### src/rtl/systolic_array_nxn.sv
// systolic_array_nxn: output-stationary NxN systolic matrix multiplier C = A*B with start/busy/done handshake and accumulate mode
module systolic_array_nxn #(
    parameter int N      = 2,
    parameter int DW     = 2,
    parameter int AW     = 2*DW + $clog2(N),
    parameter bit SIGNED = 0
) (
    input  logic                clk,
    input  logic                rst,
    input  logic                start,
    input  logic                acc_mode,
    input  logic [N*N*DW-1:0]   a_flat,
    input  logic [N*N*DW-1:0]   b_flat,
    output logic [N*N*AW-1:0]   result_flat,
    output logic                busy,
    output logic                done,
    output logic                result_valid
);
    typedef enum logic [1:0] {IDLE, RUN, DONE} state_t;
    localparam int SW = $clog2(3*N-2);
    localparam logic [SW-1:0] LAST = SW'(3*N-3);
    state_t state, state_n;
    logic [SW-1:0] step;
    logic accept, last;
    logic [DW-1:0] a_q [N][N];
    logic [DW-1:0] b_q [N][N];
    logic [DW-1:0] h_q [N][N];
    logic [DW-1:0] v_q [N][N];
    logic [DW-1:0] row_in [N][N];
    logic [DW-1:0] col_in [N][N];
    logic [AW-1:0] acc [N][N];

    function automatic logic [AW-1:0] ext(input logic [DW-1:0] x);
        return {{(AW-DW){SIGNED & x[DW-1]}}, x};
    endfunction

    assign accept = start && state != RUN;
    assign last   = state == RUN && step == LAST;

    always_ff @(posedge clk) begin
        if (rst) state <= IDLE;
        else     state <= state_n;
    end

    always_comb state_n = state == RUN ? (step == LAST ? DONE : RUN) : (start ? RUN : IDLE);

    always_comb begin
        busy = state == RUN;
        done = state == DONE;
    end

    // Edge feeds are skewed by row/column index so PE(i,j) sees A[i][k] and B[k][j] together
    always_comb begin
        for (int i = 0; i < N; i++) begin
            row_in[i][0] = '0;
            col_in[0][i] = '0;
            for (int k = 0; k < N; k++) begin
                if (int'(step) == i + k) row_in[i][0] = a_q[i][k];
                if (int'(step) == i + k) col_in[0][i] = b_q[k][i];
            end
            for (int j = 1; j < N; j++) begin
                row_in[i][j] = h_q[i][j-1];
                col_in[j][i] = v_q[j-1][i];
            end
        end
    end

    always_ff @(posedge clk) begin
        if (rst) begin
            step <= '0;
            for (int i = 0; i < N; i++)
                for (int j = 0; j < N; j++) begin
                    a_q[i][j] <= '0;
                    b_q[i][j] <= '0;
                    h_q[i][j] <= '0;
                    v_q[i][j] <= '0;
                    acc[i][j] <= '0;
                end
        end else if (accept) begin
            step <= '0;
            for (int i = 0; i < N; i++)
                for (int j = 0; j < N; j++) begin
                    a_q[i][j] <= a_flat[(i*N+j)*DW +: DW];
                    b_q[i][j] <= b_flat[(i*N+j)*DW +: DW];
                    h_q[i][j] <= '0;
                    v_q[i][j] <= '0;
                    acc[i][j] <= acc_mode ? acc[i][j] : '0;
                end
        end else if (state == RUN) begin
            step <= step + 1'b1;
            for (int i = 0; i < N; i++)
                for (int j = 0; j < N; j++) begin
                    h_q[i][j] <= row_in[i][j];
                    v_q[i][j] <= col_in[i][j];
                    acc[i][j] <= acc[i][j] + ext(row_in[i][j]) * ext(col_in[i][j]);
                end
        end
    end

    always_ff @(posedge clk) begin
        if (rst || accept) result_valid <= 1'b0;
        else if (last)     result_valid <= 1'b1;
    end

    always_comb begin
        result_flat = '0;
        for (int i = 0; i < N; i++)
            for (int j = 0; j < N; j++)
                result_flat[(i*N+j)*AW +: AW] = acc[i][j];
    end
endmodule

### config.mk
export PLATFORM = sky130hd
export DESIGN_NAME = systolic_array_nxn
export DESIGN_NICKNAME = d
export VERILOG_FILES = /design/src/rtl/systolic_array_nxn.sv
export SDC_FILE = /design/constraint.sdc
export NUM_CORES = 1
export LEC_CHECK = 0
export ABC_AREA = 0
export CORE_ASPECT_RATIO = 2
export CORE_UTILIZATION = 40
export DETAILED_ROUTE_END_ITERATION = 10
export GPL_TIMING_DRIVEN = 1
export SLEW_MARGIN = 15
export SYNTH_ARGS = -nofsm -noshare
export SYNTH_HDL_FRONTEND = slang
export SYNTH_SLANG_ARGS = --single-unit
### constraint.sdc
create_clock -name clk -period 7.98 [get_ports clk]
set_input_delay 1.596 -clock clk [delete_from_list [all_inputs] [get_ports clk]]
set_output_delay 1.596 -clock clk [all_outputs]
set_load 0.01 [all_outputs]
==> reports/summary.md <==
For the number of nets in the layout, the log shows 318. Setup repair after global routing left no endpoint under its margin. The sum of net half-perimeters after detailed placement was 3740 um; the post-synthesis average cell area was 12.2 sq um.

For the antenna cell count, the log shows 0. The sequential cells in the finished layout cover a total of 1420 sq um. The floorplan has 42 rows. In this run the standard cell core region covers 6570 sq um. Counting every instance in the synthesized netlist gives 222. Clock tree synthesis found a total of 49 sinks.

The tools report the total standard cell area after synthesis as 2700 sq um. Cells fill 50.7% of the core in the end. After detailed placement, the total cell area comes to 3200 sq um.

Top-level I/O count: 43. The data required time of the worst path is 8.14 ns. For the final routed database, the setup TNS stands at 0 ns.

The library cells used most frequently in the layout, excluding fill and tap cells, are sky130_fd_sc_hd__edfxtp_1, sky130_fd_sc_hd__clkdlybuf4s50_1, sky130_fd_sc_hd__and2_1. The tools report the element type at the critical path start as a primary input. The number of pins with negative max-slew slack in the final report was 0. The tools report the data arrival time of the worst path as 3.30 ns. The weighted congestion at the end of routability-driven global placement is 0.812, and the relative area change from synthesis to final layout is 23.3%.

The tools report the worst slew margin relative to its limit as 37.8%. The count of buffers from port buffering was 42; the final global-route overflow total was 0. TritonCTS created 5 clock buffers. The run gives 1755 as the via count of the first global-routing pass. In this run, synthesis inferred 44 flip-flops with an integrated enable.

The post-route netlist has 4.51% of its cells at a drive strength greater than 1. Dividing the detail-routed wire length by the instance count gives 13.4 um. The number of antenna violations at the first check in global routing was 0; the worst setup skew after layout was 0.00648 ns.

In this run, post-CTS hold repair placed 0 buffers. After layout, the minimum clock period comes to 3.15 ns. Measured along the x axis, the die boundary spans 60.1 um. The floorplan die height works out to 118 um.

In the synthesized netlist the dominant register cell turns out to be sky130_fd_sc_hd__edfxtp_1. Hold is met by 0.473 ns. The number of vias per cell was 4.92; the count of different cell masters after synthesis was 34.

The count of cells in the finished layout, fillers not included, comes to 354. The first routing iteration left 42 violations. The layout has 607 filler cells. The worst register-to-register path has a setup slack of 4.86 ns.

By startpoint and endpoint, the worst setup path is classified as in2reg. The synthesis warning total is 0, and the slew at the pin with the worst max-slew slack is 0.928 ns. Sequential cells were found to cover 52.6% of the synthesized design area.

The most frequent standard cell in the layout excluding fill and tap cells is sky130_fd_sc_hd__edfxtp_1. The effective utilization at floorplan came out at 41.2%. The die covers 7110 sq um.

In the final layout, the multi-input gates occupy 1200 sq um. For the post-CTS setup buffer count, the log shows 0. For the wire length reported by the detailed router, the log shows 4760 um. The first detailed-routing pass took 7 iterations. In this run, placement finished with an instance count of 347. IR analysis of the VDD net gives a maximum drop of 0.139 mV. The detail route stage leaves a number of antenna-violating nets equal to 0.

After layout, the worst path uses 39.5% of the clock period. STA classifies the critical path endpoint as a flip-flop. The number of gates given a new drive strength after cts was 0; the share of flip-flops with an asynchronous set or reset was 0%. The logs give 274 for the post-synthesis net count and 2 for the maximum number of buffers from clock root to sink. The flip-flop and latch count after synthesis was 49; the summed area of non-filler cells in the final layout was 3330 sq um.

The setup-violating endpoint count in the final report was 0; the clock-pin transition on the worst setup and hold timing paths was 0.06 ns. The flow ran to the end, but the final reports show violations. For the residual DRC count, the log shows 1.

Max-cap violations in this run came to 0. The power density normalized to cell area is 184 nW/um^2, and the global-route wire length before repair is 7960 um. Static timing analysis puts the maximum clock frequency at 0.318 GHz. The cell sitting at the root of the clock tree is a sky130_fd_sc_hd__clkbuf_16.

The path class of the tightest hold or removal check is reg2reg. Entering global routing, the biggest net connects 20 pins. Along the worst path, the maximum fanout reaches 15. The final reports fail on design-rule violations. The combined global-route utilization of all metal layers is 15.5%, and the number of vias in the routed layout is 1743. The final-report hold violation count came out at 0.

The tools report the clock network latency to the later pin of the worst-skew pair as 0.29 ns. TritonCTS built the clock tree. The H-tree was split into 2 levels. The reported leakage power was 1.32 nW.
==> registers in the layout, indices dropped and copies added (netlist names) <==
name / flops
a_q: 8
acc: 20
b_q: 8
h_q: 4
result_valid: 1
state: 2
step: 2
v_q: 4
==> per-stage QoR <==
stage                     worst slack (ns)  total power, mW
after global placement                4.53            0.415
after global routing                  4.61            0.640
after detailed placement              4.47            0.417
final                                 4.83            0.612
after CTS                             4.77            0.618
after floorplan                       5.10            0.373
==> final timing paths <==
kind,to,cells past startpoint,start
worst max-delay path,acc[1][4],4,rst
worst min-delay path,result_valid,2,result_valid
worst max register to register,acc[1][8],10,step[1]
worst min register to register,result_valid,2,result_valid
==> area by class of cell <==
type	count	area share [%]
clock buffer	5	3.75
multi-input combinational	157	36.0
inverter	10	1.13
clock inverter	2	0.338
sequential	49	42.6
tap	88	3.30
timing repair buffer	43	12.8
==> power by group <==
part           internal, mW  total (mW)  switching (mW)
combinational        0.0461      0.0917          0.0456
clock                 0.113       0.203          0.0897
sequential            0.305       0.318          0.0129
==> worst max-delay path: stages <==
cell	delay, ns
sky130_fd_sc_hd__clkdlybuf4s50_1	0.57
sky130_fd_sc_hd__nor3b_2	0.82
sky130_fd_sc_hd__nand4_1	0.20
sky130_fd_sc_hd__nand2_1	0.12
==> cell families (layout without fill, tap and decap cells) <==
group | after synthesis | after routing | synth area share, %
xor+xnor | 4 | 4 | 1.30
simple gates | 92 | 92 | 19.1
mux | 1 | 1 | 0.370
buf+inv | 16 | 60 | 3.24
compound gates | 28 | 28 | 6.43
flops | 49 | 49 | 52.6
fa+ha+maj | 32 | 32 | 17.0
==> per-layer routing <==
metal  share of wire (%)  track usage [%]
met1                  34             14.8
met2                  60             28.4
met3                 2.6             2.95
met4                 3.0             8.87
met5                   0                0
==> Yosys cell counts (all sizes together) (3+ instances only) <==
cell     n  share of area, %
nor2b   11               2.5
nor2    14               1.9
clkbuf   3              0.83
ha      24                11
nand2   14               1.9
nand2b   3              0.79
dfxtp    5               3.7
a22oi    3              0.83
and2    31               7.2
buf      3               1.0
nand4    4              0.93
a21oi    9               1.7
edfxtp  44                49
a211o    4               1.3
o21ai    8               1.5
nand3    9               1.7
fa       8               5.9
inv     10               1.4
(Power assumes the default switching activity.)
